--- src/rtl/muldiv_pkg.sv ---
// rtl/muldiv_pkg.sv - shared ALU control codes, FSM encoding and opcode helpers
// Contents: ALUCTL_* codes (shared with the decoder), state_t, opcode predicates.
package muldiv_pkg;

  localparam logic [4:0] ALUCTL_MULT  = 5'b00100;
  localparam logic [4:0] ALUCTL_MULTU = 5'b10101;
  localparam logic [4:0] ALUCTL_DIV   = 5'b00011;
  localparam logic [4:0] ALUCTL_DIVU  = 5'b10100;

  typedef enum logic [1:0] {
    IDLE = 2'd0,
    CALC = 2'd1,
    FIX  = 2'd2
  } state_t;

  function automatic logic is_muldiv(input logic [4:0] code);
    return (code == ALUCTL_MULT) || (code == ALUCTL_MULTU) ||
           (code == ALUCTL_DIV)  || (code == ALUCTL_DIVU);
  endfunction

  function automatic logic is_div_op(input logic [4:0] code);
    return (code == ALUCTL_DIV) || (code == ALUCTL_DIVU);
  endfunction

  function automatic logic is_signed_op(input logic [4:0] code);
    return (code == ALUCTL_MULT) || (code == ALUCTL_DIV);
  endfunction

endpackage

--- src/rtl/muldiv_if.sv ---
// rtl/muldiv_if.sv - EX-stage multiply/divide handshake and HI/LO bundle
// Signals: start, aluctl, srca, srcb, hilo_rd, flush (pipeline -> unit);
//          busy, stall, done, hi, lo (unit -> pipeline).
// Modports: master = pipeline/hazard side, slave = muldiv_seq.
interface muldiv_if #(
  parameter int WIDTH = 32
);
  logic             start;
  logic [4:0]       aluctl;
  logic [WIDTH-1:0] srca;
  logic [WIDTH-1:0] srcb;
  logic             hilo_rd;
  logic             flush;
  logic             busy;
  logic             stall;
  logic             done;
  logic [WIDTH-1:0] hi;
  logic [WIDTH-1:0] lo;

  modport master (
    output start, aluctl, srca, srcb, hilo_rd, flush,
    input  busy, stall, done, hi, lo
  );

  modport slave (
    input  start, aluctl, srca, srcb, hilo_rd, flush,
    output busy, stall, done, hi, lo
  );
endinterface

--- src/rtl/muldiv_step.sv ---
// rtl/muldiv_step.sv - one radix-2 iteration: multiply add-shift or restoring divide step
// Ports: is_div selects divide; acc = upper accumulator / partial remainder;
//        mq = multiplier+product low / dividend+quotient; opb = multiplicand / divisor;
//        acc_n, mq_n = register values after this iteration.
module muldiv_step #(
  parameter int WIDTH = 32
) (
  input  logic             is_div,
  input  logic [WIDTH-1:0] acc,
  input  logic [WIDTH-1:0] mq,
  input  logic [WIDTH-1:0] opb,
  output logic [WIDTH-1:0] acc_n,
  output logic [WIDTH-1:0] mq_n
);
  logic [WIDTH:0] sum;
  logic [WIDTH:0] mul_hi;
  logic [WIDTH:0] shl;
  logic           ge;

  always_comb begin
    sum    = {1'b0, acc} + {1'b0, opb};
    mul_hi = mq[0] ? sum : {1'b0, acc};
    // The partial remainder needs one extra bit after the shift before the compare.
    shl    = {acc, mq[WIDTH-1]};
    ge     = (shl >= {1'b0, opb});
    if (is_div) begin
      // When ge holds the true difference is below 2**WIDTH, so truncation is exact.
      acc_n = ge ? (shl[WIDTH-1:0] - opb) : shl[WIDTH-1:0];
      mq_n  = {mq[WIDTH-2:0], ge};
    end else begin
      acc_n = mul_hi[WIDTH:1];
      mq_n  = {mul_hi[0], mq[WIDTH-1:1]};
    end
  end
endmodule

--- src/rtl/muldiv_seq.sv ---
// rtl/muldiv_seq.sv - iterative mult/multu/div/divu sequencer with HI/LO and hazard stall
// Ports: clk, rst_n (async active-low); bus (muldiv_if.slave): start/aluctl/srca/srcb
//        launch an op, hilo_rd marks an mfhi/mflo, flush aborts; busy/stall/done/hi/lo out.
// Option: define MULDIV_EARLY_OUT_EN to finish a multiply as soon as the remaining
//         multiplier bits are zero.
module muldiv_seq
  import muldiv_pkg::*;
#(
  parameter int WIDTH = 32,
  parameter int CNT_W = 6
) (
  input logic       clk,
  input logic       rst_n,
  muldiv_if.slave   bus
);
  localparam logic [CNT_W-1:0] LAST = CNT_W'(WIDTH - 1);

  state_t             state, state_n;
  logic [CNT_W-1:0]   cnt;
  logic [WIDTH-1:0]   acc, mq, opb, hi, lo;
  logic               is_div, neg_lo, neg_hi, div0, done;
  logic [WIDTH-1:0]   step_acc, step_mq, nxt_acc, nxt_mq;
  logic [WIDTH-1:0]   mag_a, mag_b, res_hi, res_lo;
  logic [2*WIDTH-1:0] prod, prod_fix;
  logic               accept, early, go_fix, sgn, sa, sb, op_div;

  muldiv_step #(.WIDTH(WIDTH)) u_step (
    .is_div (is_div),
    .acc    (acc),
    .mq     (mq),
    .opb    (opb),
    .acc_n  (step_acc),
    .mq_n   (step_mq)
  );

  assign accept = bus.start && is_muldiv(bus.aluctl) && !bus.flush;
  assign op_div = is_div_op(bus.aluctl);
  assign sgn    = is_signed_op(bus.aluctl);
  assign sa     = sgn & bus.srca[WIDTH-1];
  assign sb     = sgn & bus.srcb[WIDTH-1];
  assign mag_a  = sa ? -bus.srca : bus.srca;
  assign mag_b  = sb ? -bus.srcb : bus.srcb;

`ifdef MULDIV_EARLY_OUT_EN
  logic [CNT_W-1:0]   cnt_nx, rem_cnt;
  logic [WIDTH-1:0]   upper_mask;
  logic [2*WIDTH-1:0] bulk;
  // mq[WIDTH-1-cnt:1] are the multiplier bits not yet consumed after this step.
  assign cnt_nx     = cnt + CNT_W'(1);
  assign upper_mask = {WIDTH{1'b1}} >> cnt_nx;
  assign early      = !is_div && (((mq >> 1) & upper_mask) == '0);
  assign rem_cnt    = LAST - cnt;
  // With no more adds, the remaining iterations reduce to a plain right shift.
  assign bulk       = {step_acc, step_mq} >> rem_cnt;
  assign nxt_acc    = early ? bulk[2*WIDTH-1:WIDTH] : step_acc;
  assign nxt_mq     = early ? bulk[WIDTH-1:0] : step_mq;
`else
  assign early      = 1'b0;
  assign nxt_acc    = step_acc;
  assign nxt_mq     = step_mq;
`endif

  assign go_fix = (cnt == LAST) || early;

  always_comb begin
    state_n = state;
    case (state)
      IDLE:    if (accept) state_n = CALC;
      CALC:    if (bus.flush) state_n = IDLE;
               else if (go_fix) state_n = FIX;
      FIX:     state_n = IDLE;
      default: state_n = IDLE;
    endcase
  end

  always_ff @(posedge clk or negedge rst_n) begin
    if (!rst_n) state <= IDLE;
    else        state <= state_n;
  end

  // Sign fixup; a zero divisor forces an all-ones quotient while the remainder,
  // being the dividend magnitude re-signed, already equals the raw dividend.
  always_comb begin
    prod     = {acc, mq};
    prod_fix = neg_lo ? -prod : prod;
    if (is_div) begin
      res_hi = neg_hi ? -acc : acc;
      res_lo = div0 ? {WIDTH{1'b1}} : (neg_lo ? -mq : mq);
    end else begin
      res_hi = prod_fix[2*WIDTH-1:WIDTH];
      res_lo = prod_fix[WIDTH-1:0];
    end
  end

  always_ff @(posedge clk or negedge rst_n) begin
    if (!rst_n) begin
      cnt    <= '0;
      acc    <= '0;
      mq     <= '0;
      opb    <= '0;
      is_div <= 1'b0;
      neg_lo <= 1'b0;
      neg_hi <= 1'b0;
      div0   <= 1'b0;
      hi     <= '0;
      lo     <= '0;
      done   <= 1'b0;
    end else begin
      done <= 1'b0;
      case (state)
        IDLE: if (accept) begin
          cnt    <= '0;
          acc    <= '0;
          mq     <= op_div ? mag_a : mag_b;
          opb    <= op_div ? mag_b : mag_a;
          is_div <= op_div;
          neg_lo <= sa ^ sb;
          neg_hi <= sa;
          div0   <= op_div && (bus.srcb == '0);
        end
        CALC: begin
          cnt <= cnt + CNT_W'(1);
          acc <= nxt_acc;
          mq  <= nxt_mq;
        end
        FIX: if (!bus.flush) begin
          hi   <= res_hi;
          lo   <= res_lo;
          done <= 1'b1;
        end
        default: ;
      endcase
    end
  end

  assign bus.busy  = (state != IDLE);
  assign bus.stall = bus.busy & (bus.start | bus.hilo_rd);
  assign bus.done  = done;
  assign bus.hi    = hi;
  assign bus.lo    = lo;
endmodule

--- src/flat_wrapper.sv ---
// flat-port wrapper written by rule: the top's interface ports become plain ports
module muldiv_seq_flat import muldiv_pkg::*;
#(
  parameter int WIDTH = 32,
  parameter int CNT_W = 6
)
  (clk, rst_n, bus_start, bus_aluctl, bus_srca, bus_srcb, bus_hilo_rd, bus_flush, bus_busy, bus_stall, bus_done, bus_hi, bus_lo);
  muldiv_if #(.WIDTH(WIDTH)) bus_i ();
  input logic clk;
  input logic rst_n;
  input wire logic [$bits(bus_i.start)-1:0] bus_start;
  input wire logic [$bits(bus_i.aluctl)-1:0] bus_aluctl;
  input wire logic [$bits(bus_i.srca)-1:0] bus_srca;
  input wire logic [$bits(bus_i.srcb)-1:0] bus_srcb;
  input wire logic [$bits(bus_i.hilo_rd)-1:0] bus_hilo_rd;
  input wire logic [$bits(bus_i.flush)-1:0] bus_flush;
  output wire logic [$bits(bus_i.busy)-1:0] bus_busy;
  output wire logic [$bits(bus_i.stall)-1:0] bus_stall;
  output wire logic [$bits(bus_i.done)-1:0] bus_done;
  output wire logic [$bits(bus_i.hi)-1:0] bus_hi;
  output wire logic [$bits(bus_i.lo)-1:0] bus_lo;
  assign bus_i.start = bus_start;
  assign bus_i.aluctl = bus_aluctl;
  assign bus_i.srca = bus_srca;
  assign bus_i.srcb = bus_srcb;
  assign bus_i.hilo_rd = bus_hilo_rd;
  assign bus_i.flush = bus_flush;
  assign bus_busy = bus_i.busy;
  assign bus_stall = bus_i.stall;
  assign bus_done = bus_i.done;
  assign bus_hi = bus_i.hi;
  assign bus_lo = bus_i.lo;
  muldiv_seq #(.WIDTH(WIDTH), .CNT_W(CNT_W)) u_core (.clk(clk), .rst_n(rst_n), .bus(bus_i));
endmodule
--- config.mk ---
export PLATFORM = sky130hd
export DESIGN_NAME = muldiv_seq_flat
export DESIGN_NICKNAME = d
export VERILOG_FILES = /design/src/rtl/muldiv_pkg.sv /design/src/rtl/muldiv_if.sv /design/src/rtl/muldiv_step.sv /design/src/rtl/muldiv_seq.sv /design/src/flat_wrapper.sv
export SDC_FILE = /design/constraint.sdc
export NUM_CORES = 1
export LEC_CHECK = 0
export ABC_AREA = 0
export CORE_MARGIN = 2
export CORE_UTILIZATION = 52
export DETAILED_ROUTE_END_ITERATION = 12
export MAX_ROUTING_LAYER = met4
export PLACE_DENSITY = 0.74
export SYNTH_ARGS = -nofsm -noshare
export SYNTH_HDL_FRONTEND = slang
export SYNTH_SLANG_ARGS = --single-unit
--- constraint.sdc ---
create_clock -name clk -period 3.8 [get_ports clk]
set_clock_uncertainty 0.05 [all_clocks]
set_input_delay 0.76 -clock clk [delete_from_list [all_inputs] [get_ports clk]]
set_output_delay 0.76 -clock clk [all_outputs]
set_load 0.01 [all_outputs]
Yosys cells after proc, flatten, opt, wreduce, memory -nomap -nowiden
Index checks and enable logic that the tools add are counted.
{"block": "classes", "addsub": 8, "magnitude_cmp": 1, "eq_ne": 9, "muxes": 26, "bitwise_logic": 6, "reduce_logical": 17}
{"op": "$mux W32", "count": 14}
{"op": "$neg A32 Y32", "count": 4}
{"op": "$pmux W32 S2", "count": 2}
{"op": "$mux W64", "count": 1}
{"op": "$neg A64 Y64", "count": 1}
{"op": "$add A32 B32 Y33", "count": 1}
{"op": "$ge A33 B32 Y1", "count": 1}
{"op": "$mux W33", "count": 1}
{"op": "$logic_not A32 Y1", "count": 1}
{"op": "$sub A32 B32 Y32", "count": 1}
{"op": "$pmux W6 S2", "count": 1}
{"op": "$eq A5 B5 Y1 const B", "count": 2}
{"op": "$reduce_and A2 Y1", "count": 4}
{"op": "$add A6 B1 Y6 const B", "count": 1}
{"op": "$eq A6 B5 Y1 const B", "count": 1}
{"op": "$mux W2", "count": 3}
{"op": "$mux W6", "count": 1}
{"op": "$eq A5 B2 Y1 const B", "count": 1}
{"op": "$eq A5 B3 Y1 const B", "count": 1}
{"op": "$logic_or A1 B1 Y1", "count": 5}
{"op": "$pmux W2 S2", "count": 1}
{"op": "$reduce_bool A2 Y1", "count": 2}
{"op": "$and A1 B1 Y1", "count": 3}
{"op": "$logic_and A1 B1 Y1", "count": 3}
{"op": "10 further kinds", "count": 11}
{"block": "totals", "regBits": 173, "output_inout_bits": 67, "elab_cells": 79}

Longest topological paths before layout
Gate-level depths: netlist of the first run.
{"block": "logic_depth", "ltp_word": 8, "mapped_depth": 13, "mapped_depth_nobuf": 13}

Modules after synthesis
A second synthesis of the first run with hierarchy kept.
{"block": "hier_totals", "cells_unflattened": 1908, "area_unflattened_um2": 15548.7}
{"module": "muldiv_seq", "n_inst": 1, "cells_per_inst": 1156, "area_each_um2": 10428.8}
{"module": "muldiv_step", "n_inst": 1, "cells_per_inst": 752, "area_each_um2": 5119.9}

Least setup slack after synthesis of the first run
No wires, ideal clock.
{"block": "synth_timing", "path_kind": "register to register", "from": "register u_core.acc[0]", "to": "register u_core.acc[29]", "setup_ns": 0.131, "t_arrival_ns": 2.957, "slack_ns": 0.662, "path_stages_with_launch": 13, "n_path_buf": 0, "synth_period_minus_slack_ns": 3.138, "cell_sequence": "dfrtp_1 ha_1 inv_1 fa_1 nand2b_1 a21oi_1 o41ai_1 o31ai_1 a21oi_1 o32ai_1 nor4_1 a311oi_1 o21ai_0"}
{"block": "synth_via", "elab_chain_len": 4, "elab_cells_between_ends": 7}
{"element": "start: declaration", "line_no": "muldiv_seq.sv:20", "text": "logic [WIDTH-1:0] acc, mq, opb, hi, lo;"}
{"element": "start signal: assignment", "line_no": "muldiv_seq.sv:123", "text": "acc <= nxt_acc;"}
{"element": "$add A32 B32 Y33 (tied with other cells)", "line_no": "muldiv_step.sv:21", "text": "sum = {1'b0, acc} + {1'b0, opb};"}
{"element": "$mux W33 / $mux W32 (equally long branches)", "line_no": "muldiv_step.sv:22, muldiv_step.sv:28"}
{"element": "$mux W32 (*)", "line_no": "muldiv_step.sv:26", "text": "if (is_div) begin"}
{"element": "$pmux W32 S2 (*)", "line_no": "muldiv_seq.sv:110", "text": "case (state)"}
Every way passes the cells marked *; elsewhere a longest branch is shown, timed or not.
A chain may end at the register's enable or synchronous reset.

Final worst setup path of the first run
{"block": "layout_timing", "from": "register u_core.opb[1]", "to": "register u_core.acc[22]"}
{"block": "layout_via", "elab_chain_len": 4, "elab_cells_between_ends": 7}
{"element": "start: declaration", "line_no": "muldiv_seq.sv:20"}
{"element": "start signal: assignment", "line_no": "muldiv_seq.sv:115", "text": "opb <= op_div ? mag_b : mag_a;"}
{"element": "$add A32 B32 Y33 (tied with other cells)", "line_no": "muldiv_step.sv:21"}
{"element": "$mux W33 / $mux W32 (equally long branches)", "line_no": "muldiv_step.sv:22, muldiv_step.sv:28"}
{"element": "$mux W32 (*)", "line_no": "muldiv_step.sv:26"}
{"element": "$pmux W32 S2 (*)", "line_no": "muldiv_seq.sv:110"}
Marked as above.

==> flow_summary_export.csv, run 1 <==
group,metric,value,unit
route,wirelength,47.63,mm
critical_path,r2r-start,"u_core.opb[1]$_DFFE_PN0P_",
sta,fin_crit,3.593,ns
synth,synth.distinct_cells,85,
critical_path,cp_max_fo,30,
global_routing,antenna_found_initial,0,
clocking,cts_made_buffers,17,
route,first_pass_iters,5,
critical_path,crit_start,"u_core.opb[1]$_DFFE_PN0P_",
power_and_ir_drop,power_density,681.9,nW/µm²
die,ios,141,
global_routing,grt_max_degree,117,
layout,finalNetCount,2164,
placed_design,place.gp.congestion,0.9982,
outcome,status,"completed",
clocking,cts_hold_buf,0,
die,dieArea,29730,µm²
clocking,clkSlewWorstSetupHoldPaths,0.08,ns
synth,synth_area_leaders,"dfrtp_1 (29%), a21oi_1 (6.8%), xor2_1 (5.9%)",
synth,netlist_top_cells_count,"nor2_1 (215), a21oi_1 (199), nand2_1 (189), dfrtp_1 (173), o21ai_0 (167)",
sta,tns,0,ns
route,ant_nets,0,
synth,yosysMostFrequentCell,"nor2_1",
global_routing,grt_pass1_wl,75.67,mm
clocking,htree_levels,4,
synth,postSynth.asyncResetShare,1.000,
route,drt_iter0_drc,1560,
die,start_util,0.5295,
synth,ys_seq_area_frac,0.2935,
critical_path,worstSetupEndpointType,"flip-flop",
sta,rsz0062_at_grt,"false",
synth,yosys.area.top_type_share,0.2935,
route,vias,14900,
synth,synth_nets,2050,
clocking,clock_path_buffers,2,
sta,finalHoldWorstSlack,0.2870,ns
sta,setup_violations,0,
clocking,worstSkewPairLatency,0.45,ns
route,routed_via_density,6.182,
placed_design,placed_area,16830,µm²
sta,fmax,278.3,MHz
route,detail_route.wl_per_cell,19.76,µm
sta,slew_violations,0,
flow_run,maxCapViolCount,0,
die,coreArea,27860,µm²
die,rows,61,
power_and_ir_drop,power_leakage,0.007346,µW
route,remaining_drc_errors,0,
layout,fin_area,17480,µm²
critical_path,cp-start-kind,"flip-flop",
synth,synth_area_per_cell,7.744,µm²
worst_hold_path,hp-class,"input pin to async pin",
layout,diodes,0,
layout,fillCellCount,2493,
synth,synth_ff_type,"dfrtp_1",
synth,synth_edf_count,0,
synth,ys_seq_elements,173,
clocking,cts.sinks,173,
sta,tightestPinTransition,0.9934,ns
clocking,cts_tree,"yes",
synth,yosysTopAreaCell,"dfrtp_1",
die,die_w,172.4,µm
global_routing,grt_usage,0.3367,
sta,slew_headroom,0.3370,
synth,synth_area,14750,µm²
critical_path,worstSetupPathType,"flip-flop to flip-flop",
synth,synth_warnings,0,
placed_design,hpwl,36.37,mm
critical_path,cp_data_arrival_time,3.87,ns
clocking,root_buffer,"clkbuf_16",
sta,period_share,0.9456,
critical_path,required,4.08,ns
power_and_ir_drop,irDropWorstVdd,351.5,µV
placed_design,io_buffer_count,140,
critical_path,reg2reg_slack,0.21,ns
layout,syn_to_final_growth,18.50,%
sta,hold_viol,0,
layout,layout-drive-gt1-share,0.07382,
global_routing,grt-ovfl-total,0,
global_routing,grt_pass1_vias,14000,
synth,postSynthCellCount,1905,
die,fp.dieH,172.4,µm
==> layout by cell type, fill, tap and decap left out, drive strengths merged, types with 9 or more instances in the layout <==
cell type	synthesis	layout
a211oi	83	83
a21o	28	28
a21oi	199	199
a31oi	21	21
and3	10	10
buf	28	81
clkbuf	97	17
clkdlybuf4s50	0	139
dfrtp	173	173
ha	69	69
inv	68	76
mux2i	43	43
nand2	190	190
nand2b	11	11
nand3	36	36
nand4	19	19
nor2	215	215
nor3	50	50
nor4	23	23
o211ai	17	17
o21a	9	9
o21ai	176	176
o31ai	32	32
or3	15	15
xnor2	70	70
xor2	99	99
==> layout make-up <==
cell class	instances	area [µm²]	area share
clock buffers	17	425.4	0.02434
clock inverters	15	216.5	0.01238
inverters	68	255.2	0.01460
multi-input cells	1539	9701	0.5549
flip-flops and latches	173	4332	0.2478
well taps	378	473.0	0.02706
repair buffers	220	2078	0.1189
==> power breakdown <==
| group | switching (µW) | internal [µW] | total, µW |
|---|---|---|---|
| combinational | 4150 | 2850 | 7000 |
| sequential | 738 | 2270 | 3010 |
| clock | 987 | 923 | 1910 |
==> path summary, 6_finish.rpt <==
kind                                            endpoint  cells past startpoint
setup / recovery              u_core.acc[22]$_DFFE_PN0P_                     12
hold / removal                 u_core.mq[20]$_DFFE_PN0P_                      1
setup reg to reg              u_core.acc[22]$_DFFE_PN0P_                     12
hold reg to reg            u_core.bus.hi[17]$_DFFE_PN0P_                      2
max in group asynchronous     u_core.acc[16]$_DFFE_PN0P_                      2
min in group clk           u_core.bus.hi[17]$_DFFE_PN0P_                      2
==> registers in the layout, summed over array words and instances (netlist names) <==
register / count
u_core.is_div: 1
u_core.mq: 32
u_core.cnt: 6
u_core.bus.lo: 32
u_core.div0: 1
u_core.bus.done: 1
u_core.neg_lo: 1
u_core.neg_hi: 1
u_core.opb: 32
u_core.acc: 32
u_core.state: 2
u_core.bus.hi: 32
==> metrics by stage <==
| step | utilization | setup slack, ns | std cells | power, µW |
|---|---|---|---|---|
| after global placement | 0.6040 | 0.1215 | 2378 | 9683 |
| after global routing | 0.6275 | 0.01397 | 2410 | 12720 |
| after detailed placement | 0.6040 | 0.01957 | 2378 | 9804 |
| after floorplan | - | 0.6622 | 1905 | 7708 |
| final | 0.6275 | 0.2066 | 2410 | 11920 |
| after CTS | 0.6270 | 0.1875 | 2410 | 11750 |
==> kinds of logic after synthesis <==
| family | share of synthesized area |
|---|---|
| muxes | 0.03223 |
| DFF | 0.2935 |
| buffers and inverters | 0.05233 |
| adders and majority gates | 0.06124 |
| AOI/OAI and AO/OA | 0.2706 |
| xor gates and xnor gates | 0.1003 |
| and+or+nand+nor | 0.1898 |
==> worst max-delay path, cell delays in order (launching register included) <==
cell      delay, ns
dfrtp_1        0.40
inv_1          0.18
ha_1           0.29
nor2b_1        0.15
o31a_1         0.30
o31ai_1        0.34
o31ai_1        0.19
a31o_2         0.33
a221oi_4       0.43
buf_12         0.25
mux2i_1        0.22
nor2_1         0.06
a221o_1        0.27
==> per-layer routing <==
metal  track usage  wire [µm]  up-vias
met5             -          0        -
met4        0.1111       1530        0
met3       0.04921       4030      109
met2        0.5254      21410      654
met1        0.4507      20650     7019
li1              -          -     7117
==> what timing repair did <==
action                                  CTS  global route
resized for setup                         0             3
setup buffers                             0             0
endpoints found under the setup margin    0            10
(Power assumes the default switching activity.)
==> run 2: changes to the inputs <==
--- a/config.mk
+++ b/config.mk
@@ -6,11 +6,13 @@
 export NUM_CORES = 1
 export LEC_CHECK = 0
 export ABC_AREA = 0
+export CORE_ASPECT_RATIO = 1.75
 export CORE_MARGIN = 2
 export CORE_UTILIZATION = 52
 export DETAILED_ROUTE_END_ITERATION = 12
 export MAX_ROUTING_LAYER = met4
 export PLACE_DENSITY = 0.74
+export SKIP_CTS_REPAIR_TIMING = 1
 export SYNTH_ARGS = -nofsm -noshare
 export SYNTH_HDL_FRONTEND = slang
 export SYNTH_SLANG_ARGS = --single-unit
==> run 2 against run 1 <==
Against the previous run:
- the flow now finishes with violations (design-rule violations)
- via count is 3.6% higher
- highest routed layer unchanged
- die area increased by 0.18%
- first-iteration DRC count down 24%
- cell area rose by 1.6%
- non-clock buffer count up 47
- setup slack worse by 0.032 ns
- largest cell class unchanged
- combinational power grew 8.9%
==> flow_summary_export.csv, run 2 (synthesis results as in run 1) <==
group,metric,value,unit
power_and_ir_drop,power_leakage,0.007546,µW
layout,fin_cells,2452,
critical_path,crit_path_cell_trace,"inv_1, ha_1, inv_1, fa_1, a211oi_1, o21bai_1, a21boi_0, o221ai_1, a21oi_1, o31ai_1, o41ai_1, buf_4, a32o_1",
global_routing,grt_max_degree,94,
placed_design,io_buffer_count,140,
layout,finalNetCount,2211,
global_routing,grt_usage,0.3653,
die,dieArea,29780,µm²
sta,period_share,0.9540,
sta,slew_headroom,0.2516,
worst_hold_path,hp-class,"input pin to async pin",
sta,tightestPinTransition,1.119,ns
placed_design,placed_area,17150,µm²
die,ios,141,
route,ant_nets,0,
critical_path,cpMostUsedCell,"inv_1",
outcome,status,"finished with violations",
global_routing,global_route.usage.met1,0.3497,
clocking,cts_made_buffers,17,
clocking,cts_tree,"yes",
critical_path,slowest_delay,0.47,ns
layout,fin_area,17760,µm²
die,die_w,131.3,µm
sta,setup_slack,0.1748,ns
layout,layout-drive-gt1-share,0.09428,
sta,setup_violations,0,
route,routed_via_density,6.294,
route,detail_route.wl_per_cell,21.61,µm
outcome,violations,"design-rule violations",
flow_run,maxCapViolCount,0,
placed_design,place.gp.congestion,1.052,
global_routing,antenna_found_initial,0,
clocking,worstSkewPairLatency,0.46,ns
die,coreArea,27970,µm²
critical_path,required,4.15,ns
route,drt_iter0_drc,1185,
critical_path,crit_path_top_delay_cell,"fa_1",
clocking,root_buffer,"clkbuf_16",
clocking,clock_path_buffers,2,
global_routing,grt_pass1_wl,82.01,mm
sta,hold_viol,0,
route,wirelength,52.99,mm
sta,fin_crit,3.625,ns
critical_path,cp_data_arrival_time,3.97,ns
layout,diodes,0,
route,remaining_drc_errors,1,
clocking,clkSlewWorstSetupHoldPaths,0.07,ns
power_and_ir_drop,power_density,690.1,nW/µm²
power_and_ir_drop,irDropWorstVdd,410.0,µV
clocking,htree_levels,4,
die,fp.dieH,226.8,µm
die,rows,81,
global_routing,grt-ovfl-total,0,
sta,slew_violations,0,
placed_design,dp.cells,2418,
die,start_util,0.5274,
layout,final_util,0.6350,
placed_design,pre_cts_slack,-0.05820,ns
sta,rsz0062_at_grt,"false",
layout,mostFrequentLayoutCells,"nor2_1 (214), a21oi_1 (198), nand2_1 (188)",
route,vias,15430,
sta,fmax,275.9,MHz
global_routing,top_usage_layer,"met2",
layout,layout_commonest_cell,"nor2_1",
global_routing,grt_pass1_vias,15390,
power_and_ir_drop,p_total,12260,µW
critical_path,cp_max_fo,3,
layout,syn_to_final_growth,20.41,%
clocking,cts.sinks,173,
route,first_pass_iters,10,
critical_path,worstSetupEndpointType,"flip-flop",
global_routing,grtUsageMet3,0.04382,
critical_path,cp-start-kind,"flip-flop",
placed_design,hpwl,41.14,mm
critical_path,worstSetupPathType,"flip-flop to flip-flop",
global_routing,grt_use_met2,0.6569,
run 2: stage by stage:
stage               hold slack, ns  TNS [ns]
CTS                         0.2742         0
global route                0.2980         0
detailed placement          0.4190  -0.05820
global placement            0.4096   -0.7945
finish                      0.2491         0
floorplan                   0.4144         0
run 2: routing by layer:
metal  part of all wire  vias to the layer above
met5                  0                        -
met4              0.092                        0
met3              0.050                      240
met2               0.51                      680
met1               0.34                     7316
li1                   -                     7198
run 2: path summary, 6_finish.rpt:
| check | start | slack (ns) | endpoint | cells after the start |
|---|---|---|---|---|
| min in group clk | u_core.bus.hi[23]$_DFFE_PN0P_ | 0.43 | u_core.bus.hi[23]$_DFFE_PN0P_ | 2 |
| max in group asynchronous | rst_n | 2.57 | u_core.bus.hi[10]$_DFFE_PN0P_ | 2 |
| setup / recovery | u_core.mq[31]$_DFFE_PN0P_ | 0.17 | u_core.acc[16]$_DFFE_PN0P_ | 13 |
| setup reg to reg | u_core.mq[31]$_DFFE_PN0P_ | 0.17 | u_core.acc[16]$_DFFE_PN0P_ | 13 |
| hold reg to reg | u_core.bus.hi[23]$_DFFE_PN0P_ | 0.43 | u_core.bus.hi[23]$_DFFE_PN0P_ | 2 |
| hold / removal | rst_n | 0.25 | u_core.state[1]$_DFFE_PN0P_ | 1 |
run 2: cell type report:
| type | count | area, µm² |
|---|---|---|
| Clock buffer | 18 | 429.2 |
| Clock inverter | 14 | 145.1 |
| Fill cell | 2548 | 10210 |
| Inverter | 68 | 255.2 |
| Multi-Input combinational cell | 1539 | 9717 |
| Sequential cell | 173 | 4330 |
| Tap cell | 373 | 466.7 |
| Timing Repair Buffer | 267 | 2419 |
run 2: worst max-delay path: cells and delay by family (launching register included):
family          cells  cell delay [ns]
compound gates      8             2.00
buf+inv             3             0.42
flops               1             0.39
fa+ha+maj           2             0.70
run 2: report_power, final:
group / leakage [µW] / total [µW] / internal (µW) / switching (µW)
clock network: 0.000278 / 1780 / 928 / 853
registers: 0.00223 / 2860 / 2270 / 585
logic: 0.00504 / 7620 / 3120 / 4500
total: 0.00755 / 12300 / 6320 / 5940
